==> src/rtl/csr_trap_ctrl_if.sv <==
`default_nettype none
// ============================================================================
// Module   : csr_trap_ctrl_if
// Purpose  : Groups the request channel from decode/execute and the CSR-file
//            channel of csr_trap_ctrl into one bundle.
// Modports : master - the csr_trap_ctrl side (takes requests, drives the CSR file)
//            slave  - the environment side (offers requests, models the CSR file)
// Signals  : req_*            request handshake and captured instruction fields
//            priv_mode        current privilege level
//            csr_addr/rdata   CSR read port (rdata is combinational)
//            wr1_addr/data1_in/wcsr_n   CSR write port, active-low strobe
//            exceptionFromInst/mret/mepc_in/mtval_in/mcause_in  trap interface
//            resp_*           rd result,  redirect_*  PC redirect
// Revision : 1.0 - initial release
// ============================================================================
interface csr_trap_ctrl_if;
   logic        req_valid;
   logic        req_ready;
   logic [2:0]  req_funct3;
   logic [11:0] req_csr;
   logic [4:0]  req_rs1_idx;
   logic [31:0] req_rs1_data;
   logic [31:0] req_pc;
   logic [31:0] req_inst;
   logic [1:0]  priv_mode;
   logic [11:0] csr_addr;
   logic [31:0] csr_rdata;
   logic [11:0] wr1_addr;
   logic [31:0] data1_in;
   logic        wcsr_n;
   logic        exceptionFromInst;
   logic        mret;
   logic [31:0] mepc_in;
   logic [31:0] mtval_in;
   logic [3:0]  mcause_in;
   logic        resp_valid;
   logic [31:0] resp_rd_data;
   logic        redirect_valid;
   logic [31:0] redirect_pc;

   modport master (
      input  req_valid, req_funct3, req_csr, req_rs1_idx, req_rs1_data,
             req_pc, req_inst, priv_mode, csr_rdata,
      output req_ready, csr_addr, wr1_addr, data1_in, wcsr_n,
             exceptionFromInst, mret, mepc_in, mtval_in, mcause_in,
             resp_valid, resp_rd_data, redirect_valid, redirect_pc
   );

   modport slave (
      output req_valid, req_funct3, req_csr, req_rs1_idx, req_rs1_data,
             req_pc, req_inst, priv_mode, csr_rdata,
      input  req_ready, csr_addr, wr1_addr, data1_in, wcsr_n,
             exceptionFromInst, mret, mepc_in, mtval_in, mcause_in,
             resp_valid, resp_rd_data, redirect_valid, redirect_pc
   );
endinterface
`default_nettype wire

==> src/rtl/csr_trap_ctrl.sv <==
`default_nettype none
// ============================================================================
// Module   : csr_trap_ctrl
// Purpose  : Initiator side of the machine-mode CSR file. Runs Zicsr ops as
//            read-modify-write sequences, raises traps for illegal/ECALL/
//            EBREAK, handles MRET, and reads mtvec/mepc to redirect fetch.
// Ports    : clk      - clock, all state changes on posedge
//            reset_x  - asynchronous active-low reset
//            bus      - csr_trap_ctrl_if.master (request + CSR-file channels)
// Params   : MTVEC_ADDR - CSR read for the trap target
//            MEPC_ADDR  - CSR read for the MRET target
// Revision : 1.0 - initial release
// ============================================================================
module csr_trap_ctrl #(
   parameter logic [11:0] MTVEC_ADDR = 12'h305,
   parameter logic [11:0] MEPC_ADDR  = 12'h341
) (
   input  wire logic         clk,
   input  wire logic         reset_x,
   csr_trap_ctrl_if.master   bus
);

   typedef enum logic [2:0] {
      S_IDLE  = 3'd0,
      S_READ  = 3'd1,
      S_WRITE = 3'd2,
      S_TRAP  = 3'd3,
      S_VEC   = 3'd4,
      S_RET   = 3'd5,
      S_DONE  = 3'd6
   } state_t;

   state_t      r_state;
   state_t      w_next;

   logic [1:0]  r_op;        // funct3[1:0]: 01 RW, 10 RS, 11 RC
   logic [11:0] r_csr;
   logic [31:0] r_src;
   logic        r_wr;
   logic        r_is_csr;    // 1: DONE answers on resp, 0: DONE redirects
   logic [31:0] r_pc;
   logic [3:0]  r_cause;
   logic [31:0] r_tval;
   logic [31:0] r_old;
   logic [31:0] r_target;

   // ---------------- request decode (valid only during capture) ----------
   logic        w_xfer;
   logic        w_sys;
   logic        w_ecall;
   logic        w_ebreak;
   logic        w_mret_sel;
   logic        w_writes;
   logic        w_csr_ok;
   logic        w_illegal;
   logic [31:0] w_src;
   logic [31:0] w_new;

   assign w_xfer     = bus.req_valid && (r_state == S_IDLE);
   assign w_sys      = (bus.req_funct3 == 3'b000);
   assign w_ecall    = w_sys && (bus.req_csr == 12'h000);
   assign w_ebreak   = w_sys && (bus.req_csr == 12'h001);
   assign w_mret_sel = w_sys && (bus.req_csr == 12'h302);
   // RS/RC with rs1 = x0 (or zimm = 0) only read; RW always writes.
   assign w_writes   = (bus.req_funct3[1:0] == 2'b01) || (bus.req_rs1_idx != 5'd0);
   assign w_csr_ok   = (bus.req_csr == 12'h300) || (bus.req_csr == 12'h304) ||
                       (bus.req_csr == 12'h305) ||
                       ((bus.req_csr >= 12'h340) && (bus.req_csr <= 12'h344));
   assign w_illegal  = (bus.req_funct3 == 3'b100) ||
                       (w_sys && !(w_ecall || w_ebreak || w_mret_sel)) ||
                       (w_mret_sel && (bus.priv_mode != 2'b11)) ||
                       (!w_sys && (!w_csr_ok ||
                                   (bus.req_csr[9:8] > bus.priv_mode) ||
                                   ((bus.req_csr[11:10] == 2'b11) && w_writes)));
   assign w_src      = bus.req_funct3[2] ? {27'b0, bus.req_rs1_idx} : bus.req_rs1_data;

   always_comb begin
      w_new = r_src;
      case (r_op)
         2'b10:   w_new = r_old | r_src;
         2'b11:   w_new = r_old & ~r_src;
         default: w_new = r_src;
      endcase
   end

   // ---------------- state register + captured request ------------------
   always_ff @(posedge clk or negedge reset_x) begin
      if (!reset_x) begin
         r_state  <= S_IDLE;
         r_op     <= 2'b00;
         r_csr    <= 12'h000;
         r_src    <= 32'h0;
         r_wr     <= 1'b0;
         r_is_csr <= 1'b0;
         r_pc     <= 32'h0;
         r_cause  <= 4'h0;
         r_tval   <= 32'h0;
         r_old    <= 32'h0;
         r_target <= 32'h0;
      end else begin
         r_state <= w_next;
         if (w_xfer) begin
            r_op     <= bus.req_funct3[1:0];
            r_csr    <= bus.req_csr;
            r_src    <= w_src;
            r_wr     <= w_writes;
            r_is_csr <= !w_illegal && !w_sys;
            r_pc     <= bus.req_pc;
            if (w_illegal) begin
               r_cause <= 4'd2;
               r_tval  <= bus.req_inst;
            end else if (w_ebreak) begin
               r_cause <= 4'd3;
               r_tval  <= bus.req_pc;
            end else begin
               r_cause <= (bus.priv_mode == 2'b11) ? 4'd11 : 4'd8;
               r_tval  <= 32'h0;
            end
         end
         if (r_state == S_READ) r_old    <= bus.csr_rdata;
         if (r_state == S_VEC)  r_target <= {bus.csr_rdata[31:2], 2'b00};
         if (r_state == S_RET)  r_target <= bus.csr_rdata;
      end
   end

   // ---------------- next state and decoded outputs ----------------------
   always_comb begin
      w_next                = r_state;
      bus.req_ready         = 1'b0;
      bus.csr_addr          = 12'h000;
      bus.wr1_addr          = 12'h000;
      bus.data1_in          = 32'h0;
      bus.wcsr_n            = 1'b1;
      bus.exceptionFromInst = 1'b0;
      bus.mret              = 1'b0;
      bus.mepc_in           = 32'h0;
      bus.mtval_in          = 32'h0;
      bus.mcause_in         = 4'h0;
      bus.resp_valid        = 1'b0;
      bus.resp_rd_data      = 32'h0;
      bus.redirect_valid    = 1'b0;
      bus.redirect_pc       = 32'h0;
      case (r_state)
         S_IDLE: begin
            bus.req_ready = 1'b1;
            if (bus.req_valid) begin
               if (w_illegal || w_ecall || w_ebreak) w_next = S_TRAP;
               else if (w_mret_sel)                  w_next = S_RET;
               else                                  w_next = S_READ;
            end
         end
         S_READ: begin
            bus.csr_addr = r_csr;
            w_next       = r_wr ? S_WRITE : S_DONE;
         end
         S_WRITE: begin
            bus.wcsr_n   = 1'b0;
            bus.wr1_addr = r_csr;
            bus.data1_in = w_new;
            w_next       = S_DONE;
         end
         S_TRAP: begin
            bus.exceptionFromInst = 1'b1;
            bus.mepc_in           = r_pc;
            bus.mtval_in          = r_tval;
            bus.mcause_in         = r_cause;
            w_next                = S_VEC;
         end
         S_VEC: begin
            bus.csr_addr = MTVEC_ADDR;
            w_next       = S_DONE;
         end
         S_RET: begin
            bus.mret     = 1'b1;
            bus.csr_addr = MEPC_ADDR;
            w_next       = S_DONE;
         end
         S_DONE: begin
            if (r_is_csr) begin
               bus.resp_valid   = 1'b1;
               bus.resp_rd_data = r_old;
            end else begin
               bus.redirect_valid = 1'b1;
               bus.redirect_pc    = r_target;
            end
            w_next = S_IDLE;
         end
         default: w_next = S_IDLE;
      endcase
   end

endmodule
`default_nettype wire

==> src/flat_wrapper.sv <==
// flat-port wrapper written by rule: the top's interface ports become plain ports
module csr_trap_ctrl_flat 
#(
   parameter logic [11:0] MTVEC_ADDR = 12'h305,
   parameter logic [11:0] MEPC_ADDR  = 12'h341
)
  (clk, reset_x, bus_req_valid, bus_req_funct3, bus_req_csr, bus_req_rs1_idx, bus_req_rs1_data, bus_req_pc, bus_req_inst, bus_priv_mode, bus_csr_rdata, bus_req_ready, bus_csr_addr, bus_wr1_addr, bus_data1_in, bus_wcsr_n, bus_exceptionFromInst, bus_mret, bus_mepc_in, bus_mtval_in, bus_mcause_in, bus_resp_valid, bus_resp_rd_data, bus_redirect_valid, bus_redirect_pc);
  csr_trap_ctrl_if bus_i ();
  input  wire logic clk;
  input  wire logic reset_x;
  input wire logic [$bits(bus_i.req_valid)-1:0] bus_req_valid;
  input wire logic [$bits(bus_i.req_funct3)-1:0] bus_req_funct3;
  input wire logic [$bits(bus_i.req_csr)-1:0] bus_req_csr;
  input wire logic [$bits(bus_i.req_rs1_idx)-1:0] bus_req_rs1_idx;
  input wire logic [$bits(bus_i.req_rs1_data)-1:0] bus_req_rs1_data;
  input wire logic [$bits(bus_i.req_pc)-1:0] bus_req_pc;
  input wire logic [$bits(bus_i.req_inst)-1:0] bus_req_inst;
  input wire logic [$bits(bus_i.priv_mode)-1:0] bus_priv_mode;
  input wire logic [$bits(bus_i.csr_rdata)-1:0] bus_csr_rdata;
  output wire logic [$bits(bus_i.req_ready)-1:0] bus_req_ready;
  output wire logic [$bits(bus_i.csr_addr)-1:0] bus_csr_addr;
  output wire logic [$bits(bus_i.wr1_addr)-1:0] bus_wr1_addr;
  output wire logic [$bits(bus_i.data1_in)-1:0] bus_data1_in;
  output wire logic [$bits(bus_i.wcsr_n)-1:0] bus_wcsr_n;
  output wire logic [$bits(bus_i.exceptionFromInst)-1:0] bus_exceptionFromInst;
  output wire logic [$bits(bus_i.mret)-1:0] bus_mret;
  output wire logic [$bits(bus_i.mepc_in)-1:0] bus_mepc_in;
  output wire logic [$bits(bus_i.mtval_in)-1:0] bus_mtval_in;
  output wire logic [$bits(bus_i.mcause_in)-1:0] bus_mcause_in;
  output wire logic [$bits(bus_i.resp_valid)-1:0] bus_resp_valid;
  output wire logic [$bits(bus_i.resp_rd_data)-1:0] bus_resp_rd_data;
  output wire logic [$bits(bus_i.redirect_valid)-1:0] bus_redirect_valid;
  output wire logic [$bits(bus_i.redirect_pc)-1:0] bus_redirect_pc;
  assign bus_i.req_valid = bus_req_valid;
  assign bus_i.req_funct3 = bus_req_funct3;
  assign bus_i.req_csr = bus_req_csr;
  assign bus_i.req_rs1_idx = bus_req_rs1_idx;
  assign bus_i.req_rs1_data = bus_req_rs1_data;
  assign bus_i.req_pc = bus_req_pc;
  assign bus_i.req_inst = bus_req_inst;
  assign bus_i.priv_mode = bus_priv_mode;
  assign bus_i.csr_rdata = bus_csr_rdata;
  assign bus_req_ready = bus_i.req_ready;
  assign bus_csr_addr = bus_i.csr_addr;
  assign bus_wr1_addr = bus_i.wr1_addr;
  assign bus_data1_in = bus_i.data1_in;
  assign bus_wcsr_n = bus_i.wcsr_n;
  assign bus_exceptionFromInst = bus_i.exceptionFromInst;
  assign bus_mret = bus_i.mret;
  assign bus_mepc_in = bus_i.mepc_in;
  assign bus_mtval_in = bus_i.mtval_in;
  assign bus_mcause_in = bus_i.mcause_in;
  assign bus_resp_valid = bus_i.resp_valid;
  assign bus_resp_rd_data = bus_i.resp_rd_data;
  assign bus_redirect_valid = bus_i.redirect_valid;
  assign bus_redirect_pc = bus_i.redirect_pc;
  csr_trap_ctrl #(.MTVEC_ADDR(MTVEC_ADDR), .MEPC_ADDR(MEPC_ADDR)) u_core (.clk(clk), .reset_x(reset_x), .bus(bus_i));
endmodule
==> config.mk <==
export PLATFORM = sky130hd
export DESIGN_NAME = csr_trap_ctrl_flat
export DESIGN_NICKNAME = d
export VERILOG_FILES = /design/src/rtl/csr_trap_ctrl_if.sv /design/src/rtl/csr_trap_ctrl.sv /design/src/flat_wrapper.sv
export SDC_FILE = /design/constraint.sdc
export NUM_CORES = 1
export LEC_CHECK = 0
export ABC_AREA = 1
export BUFFER_PORTS_ARGS = -buffer_cell sky130_fd_sc_hd__buf_2
export CORE_MARGIN = 5
export CORE_UTILIZATION = 50
export CTS_CLUSTER_DIAMETER = 150
export DETAILED_ROUTE_END_ITERATION = 16
export PLACE_DENSITY = 0.81
export SYNTH_ARGS = -nofsm -noshare
export SYNTH_HDL_FRONTEND = slang
export SYNTH_SLANG_ARGS = --single-unit
==> constraint.sdc <==
create_clock -name clk -period 2.3 [get_ports clk]
set_clock_uncertainty 0.2 [all_clocks]
set_input_delay 0.46 -clock clk [delete_from_list [all_inputs] [get_ports clk]]
set_output_delay 0.46 -clock clk [all_outputs]
set_load 0.01 [all_outputs]
After elaboration in Yosys (flattened, before gate mapping)
Cells that the tools add are included.
{"block": "totals", "word_cells": 101, "in_bits": 153, "register_bits": 183, "out_inout_bits": 194}
{"block": "classes", "reduce_logical": 33, "n_lt_le_gt_ge": 3, "mux": 32, "bitwise_logic": 3, "eq_ne": 19}
{"operator": "$mux W32", "n": 12}
{"operator": "$pmux W32 S2", "n": 1}
{"operator": "$eq A12 B10 Y1 const B", "n": 4}
{"operator": "$pmux W12 S3", "n": 1}
{"operator": "$and A32 B32 Y32", "n": 1}
{"operator": "$not A32 Y32", "n": 1}
{"operator": "$or A32 B32 Y32", "n": 1}
{"operator": "$logic_or A1 B1 Y1", "n": 13}
{"operator": "$eq A12 B1 Y1 const B", "n": 1}
{"operator": "$eq A3 B3 Y1 const B", "n": 4}
{"operator": "$ge A12 B10 Y1 const B", "n": 1}
{"operator": "$le A12 B10 Y1 const B", "n": 1}
{"operator": "$logic_not A12 Y1", "n": 1}
{"operator": "$mux W12", "n": 1}
{"operator": "$mux W3", "n": 4}
{"operator": "$mux W4", "n": 3}
{"operator": "$pmux W3 S4", "n": 1}
{"operator": "$logic_and A1 B1 Y1", "n": 10}
{"operator": "$eq A2 B2 Y1 const B", "n": 4}
{"operator": "$mux W1", "n": 8}
{"operator": "$eq A3 B2 Y1 const B", "n": 2}
{"operator": "$logic_not A3 Y1", "n": 2}
{"operator": "$reduce_bool A5 Y1", "n": 1}
{"operator": "$logic_not A1 Y1", "n": 4}
{"operator": "other kinds (7)", "n": 8}

Longest topological paths before layout
Gate-level depths: netlist of run 1.
{"block": "depth", "word_depth": 14, "depth_mapped": 13, "depth_no_buf": 12}

Worst setup path before layout of run 1
Ideal clock, no wire load.
{"block": "synth_path", "kind": "register to output", "startpoint": "reg u_core.r_state[2]", "endpoint": "out bus_mcause_in[0]", "arrival_ns": 1.450, "path_slack_ns": 0.190, "stages_incl_launch_ff": 8, "required_ns": 1.640, "path_cell_list": "dfrtp_1 -> inv_1 -> nand2_1 -> nor2_1 -> inv_1 -> buf_2 -> buf_1 -> nor2_1"}
{"block": "synth_via", "elab_chain_cells": 2}
{"element": "from (decl)", "line": "csr_trap_ctrl.sv:33", "text": "state_t r_state;"}
{"element": "from (signal assigned)", "line": "csr_trap_ctrl.sv:101", "text": "r_state <= w_next;"}
{"element": "$eq A3 B2 Y1", "line": "csr_trap_ctrl.sv:143", "text": "case (r_state)"}
{"element": "$mux W4", "line": "csr_trap_ctrl.sv:143"}
{"element": "to (decl)", "line": "flat_wrapper.sv:29", "text": "output wire logic [$bits(bus_i.mcause_in)-1:0] bus_mcause_in;"}
No other way between the ends.

Final worst setup path of run 1
{"block": "layout_path", "startpoint": "reg u_core.r_state[0]", "endpoint": "out bus_mepc_in[8]"}
{"block": "layout_via", "elab_chain_cells": 2}
{"element": "$eq A3 B2 Y1", "line": "csr_trap_ctrl.sv:143"}
{"element": "$mux W32", "line": "csr_trap_ctrl.sv:143"}
{"element": "to (decl)", "line": "flat_wrapper.sv:27", "text": "output wire logic [$bits(bus_i.mepc_in)-1:0] bus_mepc_in;"}
No other way between the ends.

==> metrics.md, run 1 <==
| Metric | Value |
|---|---|
| Critical Path RT | 1.64 ns |
| Final WS setup | -0.130 ns |
| Final Setup Violations | 136 |
| WP data arrival | 1.77 ns |
| GRT Total Usage | 0.283 |
| Status | finished, violations left |
| DR pass1 iterations | 5 |
| Post-DP HPWL | 22.2 mm |
| Tcrit/Tclk final | 1.06 |
| DR vias/cell | 5.58 |
| Hold Fails Final Rpt | 0 |
| Footprint of the multi-input gates | 4750 um^2 |
| H-Tree Depth | 4 |
| First DRT Iteration DRCs | 1021 |
| Layout cell share with drive strength beyond 1 | 0.349 |
| Die Span Y | 148 um |
| Register area share after synthesis | 0.476 |
| R2r startpoint | u_core.r_state[1]$_DFFE_PN0P_ |
| Nature of the critical path startpoint | flip-flop |
| Failing checks | setup timing |
| Critical Path Sink | bus_mepc_in[8] |
| Max-cap violations | 0 |
| Mapped Cells | 1351 |
| Worst Tran Pin Value | 0.638 ns |
| Post-synthesis register bit count | 182 |
| Worst Path Max Fanout | 17 |
| Cell taking the most area after synthesis | dfrtp_1 |
| Register area | 4560 um^2 |
| Cells on worst reg2reg path | 9 |
| Switching share of power | 0.454 |
| Pwr Total | 17.8 mW |
| Pin count of the biggest net entering global routing | 83 |
| Worst slew margin | 0.569 |
| Finished Layout Cells | 1948 |
| CP Capture Type | primary output |
| Dpl cells | 1874 |
| Fillers | 1302 |
| Area grow syn2layout | 47.0% |
| Via Count | 10.9k |
| Cell area after layout | 14100 um^2 |
| CORE AREA | 18800 um^2 |
| Yosys Warn Count | 0 |
| Reg2Reg Capture Point | u_core.r_old[23]$_DFFE_PN0P_ |
| First-pass GRT wire length | 49.8 mm |
| Post-synth top area share | 0.476 |
| Die ar. | 22000 um^2 |
| Drt drc | 0 |
| VDD IR-drop max | 594 uV |
| Clk sinks | 182 |
| Final Max Slew Viols | 0 |
| Initial antenna violation count | 2 |
| Setup TNS | -6.21 ns |
| R2r setup slk | -0.03 ns |
| P_leak | 7.22 nW |
| Post-Syn Area | 9570 um^2 |
| Synthesized net count | 1506 |
| Number of global-route vias before repair | 9905 |
| Crit path from | u_core.r_state[0]$_DFFE_PN0P_ |
| Clock power share | 0.159 |
| Final GP Congestion | 0.900 |
| RSZ-0062 raised after global routing | yes |
| NetSw | 8.09 mW |
| Post-synthesis cell type count | 31 |
| # rows | 50 |
| Worst-path clk slew | 0.07 ns |
| Cell-internal power | 9.72 mW |
| Clk root buf | clkbuf_16 |
| Post-place instance area | 11600 um^2 |
| CTS tree | done |
| Die X | 148 um |
| PwrDens | 1270 nW/um^2 |
| Mean Syn Cell Area | 7.08 um^2 |
| Gate power share | 0.518 |
| Initial Util | 0.510 |
| Final global-route overflow total | 0 |
| Routed wire length | 36.1 mm |
| Max frequency | 412 MHz |
| Pre-CTS setup slack | -0.00203 ns |
| Clock Latency Late Sink | 0.42 ns |
| Tmin final | 2.43 ns |
| Num CTS Buffers | 17 |
| Routed Antenna Nets | 0 |
| Finished Core Util | 0.749 |
| CTS Buffer Depth | 2 |
| Hold WS | 0.0639 ns |
| Top post-synthesis cells by area | dfrtp_1, nand2_1, nor2_1 |
| Register share of total power | 0.323 |
| Hold Path Class | in2reg |
| PortBufs | 345 |
| Nets | 1854 |
| Wire length per cell | 18.5 um |
| Type of the worst setup path | reg2out |
| # IOs | 347 |
cell usage in the layout (no fill, tap or decap), types with 7 or more instances in the layout:
cell type  instances
nor3_2             9
buf_2            287
inv_2              7
clkbuf_16         27
inv_1            194
o21ai_0          137
nand3_1           98
nor2_4            68
buf_6             64
nor2_2            29
buf_4             27
dfrtp_1          181
nor2_1           117
nand2_1          325
a21oi_1           38
nor3_4            23
buf_12            19
cell type report:
class,count,share of cell area
Tap cell,234,0.0208
Clock buffer,20,0.0318
Multi-Input combinational cell,877,0.338
Inverter,206,0.0560
Antenna cell,2,0.000356
Timing Repair Buffer,414,0.221
Clock inverter,12,0.00845
Sequential cell,182,0.324
Timing Repair inverter,1,0.000534
kinds of logic after synthesis:
group / synth area share
other: 0.000392
AND/OR/NAND/NOR: 0.294
buffers and inverters: 0.124
AO/OA/AOI/OAI: 0.103
adder cells (fa/ha/maj): 0.00261
flip-flops: 0.476
flip-flops by register name, indices dropped and copies added (netlist names):
name	cells
u_core.r_csr	12
u_core.r_pc	32
u_core.r_src	32
u_core.r_wr	1
u_core.r_target	32
u_core.r_is_csr	1
u_core.r_cause	3
u_core.r_op	2
u_core.r_state	3
u_core.r_old	32
u_core.r_tval	32
power by group through the flow:
| stage | combinational (mW) | sequential (mW) | clock, mW |
|---|---|---|---|
| finish | 9.22 | 5.75 | 2.84 |
| global route | 9.99 | 5.88 | 3.01 |
| CTS | 7.22 | 5.63 | 2.85 |
| detailed placement | 6.51 | 5.65 | 0 |
| global placement | 6.31 | 5.59 | 0 |
| floorplan | 4.38 | 5.40 | 0 |
synthesized netlist by cell type:
| cell | count |
|---|---|
| nand2_1 | 327 |
| nor2_1 | 209 |
| inv_1 | 200 |
| dfrtp_1 | 182 |
| o21ai_0 | 138 |
| nand3_1 | 100 |
| clkbuf_1 | 51 |
| a21oi_1 | 38 |
| nor3_1 | 32 |
| buf_2 | 14 |
| buf_4 | 11 |
| buf_1 | 7 |
| inv_2 | 5 |
| o22ai_1 | 5 |
| nor2_4 | 4 |
| buf_6 | 3 |
| o211ai_1 | 3 |
| o21ai_1 | 3 |
| o31ai_1 | 3 |
| ha_1 | 2 |
| nand3_2 | 2 |
| nand4_1 | 2 |
| nor2_8 | 2 |
| clkbuf_2 | 1 |
| clkinv_2 | 1 |
| conb_1 | 1 |
| nand2_2 | 1 |
| nand2_4 | 1 |
| nor2_2 | 1 |
| o21bai_1 | 1 |
| o41ai_1 | 1 |
per-layer routing:
| layer | wire length (um) | vias to the layer above | share of wire | GRT usage |
|---|---|---|---|---|
| li1 | - | 4858 | - | - |
| met1 | 13200 | 5078 | 0.37 | 0.362 |
| met2 | 17800 | 754 | 0.49 | 0.470 |
| met3 | 3370 | 175 | 0.093 | 0.0551 |
| met4 | 1740 | 2 | 0.048 | 0.124 |
| met5 | 7 | - | 0.00019 | 0 |
worst min-delay path by stage:
stage	slack (ns)	from	cells past startpoint	to
6_report	0.06	bus_req_csr[4]	3	u_core.r_csr[4]$_DFFE_PN0P_
5_1_grt	0.06	bus_req_rs1_data[8]	3	u_core.r_src[8]$_DFFE_PN0P_
4_1_cts	0.04	bus_req_csr[4]	3	u_core.r_csr[4]$_DFFE_PN0P_
3_5_place_dp	0.19	reset_x	1	u_core.r_target[16]$_DFFE_PN0N_
3_3_place_gp	0.19	reset_x	1	u_core.r_target[14]$_DFFE_PN0N_
2_1_floorplan	-0.04	reset_x	0	u_core.r_cause[0]$_DFFE_PN0P_
critical path: stages, from the launching register on:
cell     delay (ns)
dfrtp_1        0.40
inv_4          0.08
buf_6          0.15
nor2_4         0.16
inv_6          0.09
buf_12         0.16
nor2_1         0.14
buf_2          0.16
timing repair:
action | 4_1_cts | 5_1_grt
pin swaps | 5 | 25
resized for setup | 66 | 248
setup buffers | 15 | 9
hold buffers | 1 | 0
gates cloned | 4 | 13
endpoints found under the setup margin | 174 | 270
hold endpoints to repair | 30 | 0
(Power assumes the default switching activity.)
==> run 2, diff against run 1 <==
--- a/config.mk
+++ b/config.mk
@@ -6,7 +6,7 @@
 export NUM_CORES = 1
 export LEC_CHECK = 0
 export ABC_AREA = 1
-export BUFFER_PORTS_ARGS = -buffer_cell sky130_fd_sc_hd__buf_2
+export BUFFER_PORTS_ARGS = -buffer_cell sky130_fd_sc_hd__buf_4
 export CORE_MARGIN = 5
 export CORE_UTILIZATION = 50
 export CTS_CLUSTER_DIAMETER = 150
==> run 2 against run 1 <==
The flow still finishes with violations (setup timing); die area did not move; hold slack got worse by 0.013 ns; clock-buffer cell count did not move; final cell count fell by 1.0%; register-to-register slack improved by 0.11 ns; cell area fell by 1.5%; maximum frequency rose by 1.7%; routed wire length fell by 5.9%; critical path depth fell by 2; via count fell by 4.8%; sequential share of layout area rose by 0.49 points; utilization fell by 1.1 points; largest power group unchanged; highest routed layer is now met4.
==> metrics.md, run 2 (synthesis gave the netlist of run 1 again) <==
| Metric | Value |
|---|---|
| CP max-delay cell | dfrtp_1 |
| Routed wire length | 34.0 mm (-5.9%) |
| Final Setup Violations | 66 (-51%) |
| Critical hold path startpoint | bus_req_csr[5] |
| First DRT Iteration DRCs | 745 (-27%) |
| Post-place instance area | 12500 um^2 (+7.4%) |
| PortBufs | 345 (unchanged) |
| NetSw | 7.18 mW (-11%) |
| Clock power share | 0.176 (+0.017) |
| Reg2Reg Capture Point | u_core.r_src[3]$_DFFE_PN0P_ |
| Gate power share | 0.488 (-0.030) |
| CTS tree | done |
| Failing checks | setup timing |
| First-pass GRT wire length | 51.3 mm (+2.9%) |
| Cell area after layout | 13900 um^2 (-1.5%) |
| Pin count of the biggest net entering global routing | 61 (-27%) |
| CP Capture Type | primary output |
| Critical Path RT | 1.64 ns (about the same) |
| # rows | 50 (unchanged) |
| Via Count | 10.3k (-4.8%) |
| WP data arrival | 1.73 ns (-0.04 ns) |
| Clk sinks | 182 (unchanged) |
| Initial antenna violation count | 0 (-2) |
| CTS Buffer Depth | 2 (unchanged) |
| GRT Total Usage | 0.289 (+0.00590) |
| Die ar. | 22000 um^2 (unchanged) |
| Nature of the critical path startpoint | flip-flop |
| Number of global-route vias before repair | 9848 (-0.58%) |
| Worst-path clk slew | 0.07 ns (about the same) |
| Num CTS Buffers | 17 (unchanged) |
| R2r startpoint | u_core.r_state[1]$_DFFE_PN0P_ |
| Switching share of power | 0.424 (-0.0304) |
| PwrDens | 1220 nW/um^2 (-3.5%) |
| Max incr delay on CP | 0.41 ns (about the same) |
| CORE AREA | 18800 um^2 (unchanged) |
| N_diodes | 0 (-2) |
| Finished Core Util | 0.738 (-0.0111) |
| Crit path from | u_core.r_state[0]$_DFFE_PN0P_ |
| WHS Path Cells | 3 (unchanged) |
| Final Max Slew Viols | 0 (unchanged) |
| Hold Path End | u_core.r_csr[5]$_DFFE_PN0P_ |
| Hold Fails Final Rpt | 0 (unchanged) |
| VDD IR-drop max | 577 uV (-2.9%) |
| Area grow syn2layout | 44.8% |
| Wire length per cell | 17.6 um (-4.9%) |
| Nets | 1838 (-0.86%) |
| Final WS setup | -0.0880 ns (+0.0417 ns) |
| Cells on worst reg2reg path | 12 (+3) |
| Crit-path leading delay family | buffers and inverters |
| Most frequent cells in the layout | buf_4, nand2_1, inv_1 |
| Status | finished, violations left |
| Worst slew margin | 0.641 (+0.0721) |
| Max-cap violations | 0 (unchanged) |
| Clock Latency Late Sink | 0.42 ns (about the same) |
| Crit path cell chain | inv_4 > nand3_2 > buf_12 > nor3_2 > buf_4 |
| Type of the worst setup path | reg2out |
| Die X | 148 um (unchanged) |
| R2r setup slk | 0.08 ns (+0.11 ns) |
| Register share of total power | 0.336 (+0.013) |
| H-Tree Depth | 4 (unchanged) |
| Hold WS | 0.0506 ns (-0.0134 ns) |
| P_leak | 7.18 nW (-0.58%) |
| Worst Path Max Fanout | 46 (+29) |
| Commonest non-fill, non-tap cell in the layout | buf_4 |
| Pwr Total | 16.9 mW (-4.9%) |
| Max frequency | 419 MHz (+1.7%) |
| Cell-internal power | 9.76 mW (+0.42%) |
| Final GP Congestion | 0.912 (+1.4%) |
| Tcrit/Tclk final | 1.04 (-0.0181) |
| DR pass1 iterations | 5 (unchanged) |
| Tmin final | 2.39 ns (-0.0417 ns) |
| Initial Util | 0.510 (unchanged) |
| Layout cell share with drive strength beyond 1 | 0.322 (-0.0270) |
| Post-DP HPWL | 23.3 mm (+4.8%) |
| DR vias/cell | 5.37 (-3.8%) |
| Worst Tran Pin Value | 0.538 ns (-0.0998 ns) |
| Hold Path Class | in2reg |
| RSZ-0062 raised after global routing | yes |
| Die Span Y | 148 um (unchanged) |
| Buf/Inv on CP | 3 (-2) |
| # IOs | 347 (unchanged) |
| Drt drc | 0 (unchanged) |
| Routed Antenna Nets | 0 (unchanged) |
| Final global-route overflow total | 0 (unchanged) |
| Clk root buf | clkbuf_16 |
## run 2: worst reg2reg max path, cell delays in order, from the launching register on
cell	delay (ns)
dfrtp_2	0.45
buf_4	0.16
buf_4	0.13
nor2_2	0.10
inv_2	0.06
nor2_4	0.11
inv_2	0.08
nor2_4	0.23
buf_12	0.16
inv_2	0.06
buf_12	0.16
nand2_1	0.12
o31ai_4	0.08
## run 2: worst max path at each step
stage | depth (start not counted) | end
floorplan | 7 | bus_mcause_in[0]
global placement | 14 | u_core.r_tval[12]$_DFFE_PN0P_
detailed placement | 14 | u_core.r_tval[13]$_DFFE_PN0P_
CTS | 7 | bus_mtval_in[6]
global route | 5 | bus_data1_in[31]
finish | 5 | bus_data1_in[7]
## run 2: layer usage
metal	vias up	global-route usage	routed length, um
met5	-	0	0
met4	0	0.112	1260
met3	104	0.0609	2980
met2	585	0.486	16800
met1	4853	0.367	12900
li1	4804	-	-
## run 2: repair_timing
item	4_1_cts	5_1_grt
setup endpoints to repair	170	237
pin swaps	18	2
gates cloned	0	6
hold buffers	1	0
endpoints found under the hold margin	43	0
setup buffers	7	7
gates resized for setup	79	70
## run 2: layout make-up
class	count	area [um^2]
fillers	1416	4910
flip-flops and latches	182	4560
multi-input cells	876	4260
repair buffers	400	3380
inverters	206	788
clock buffers	20	437
well taps	234	293
clock inverters	10	149
## run 2: power by group through the flow
stage               clock [mW]  combinational, mW  sequential, mW
floorplan                    0               4.38            5.40
global placement             0               6.77            5.58
detailed placement           0               6.97            5.65
CTS                       3.01               7.46            5.62
global route              3.14               9.10            5.84
finish                    2.98               8.26            5.70
## run 2: through the flow
step           setup WS (ns)  cells  TNS (ns)
2_1_floorplan          0.190   1351         0
3_3_place_gp           0.101   1877         0
3_5_place_dp          0.0248   1877         0
4_1_cts              -0.0824   1915     -2.72
5_1_grt               -0.117   1928    -10.88
6_report             -0.0880   1928     -1.21
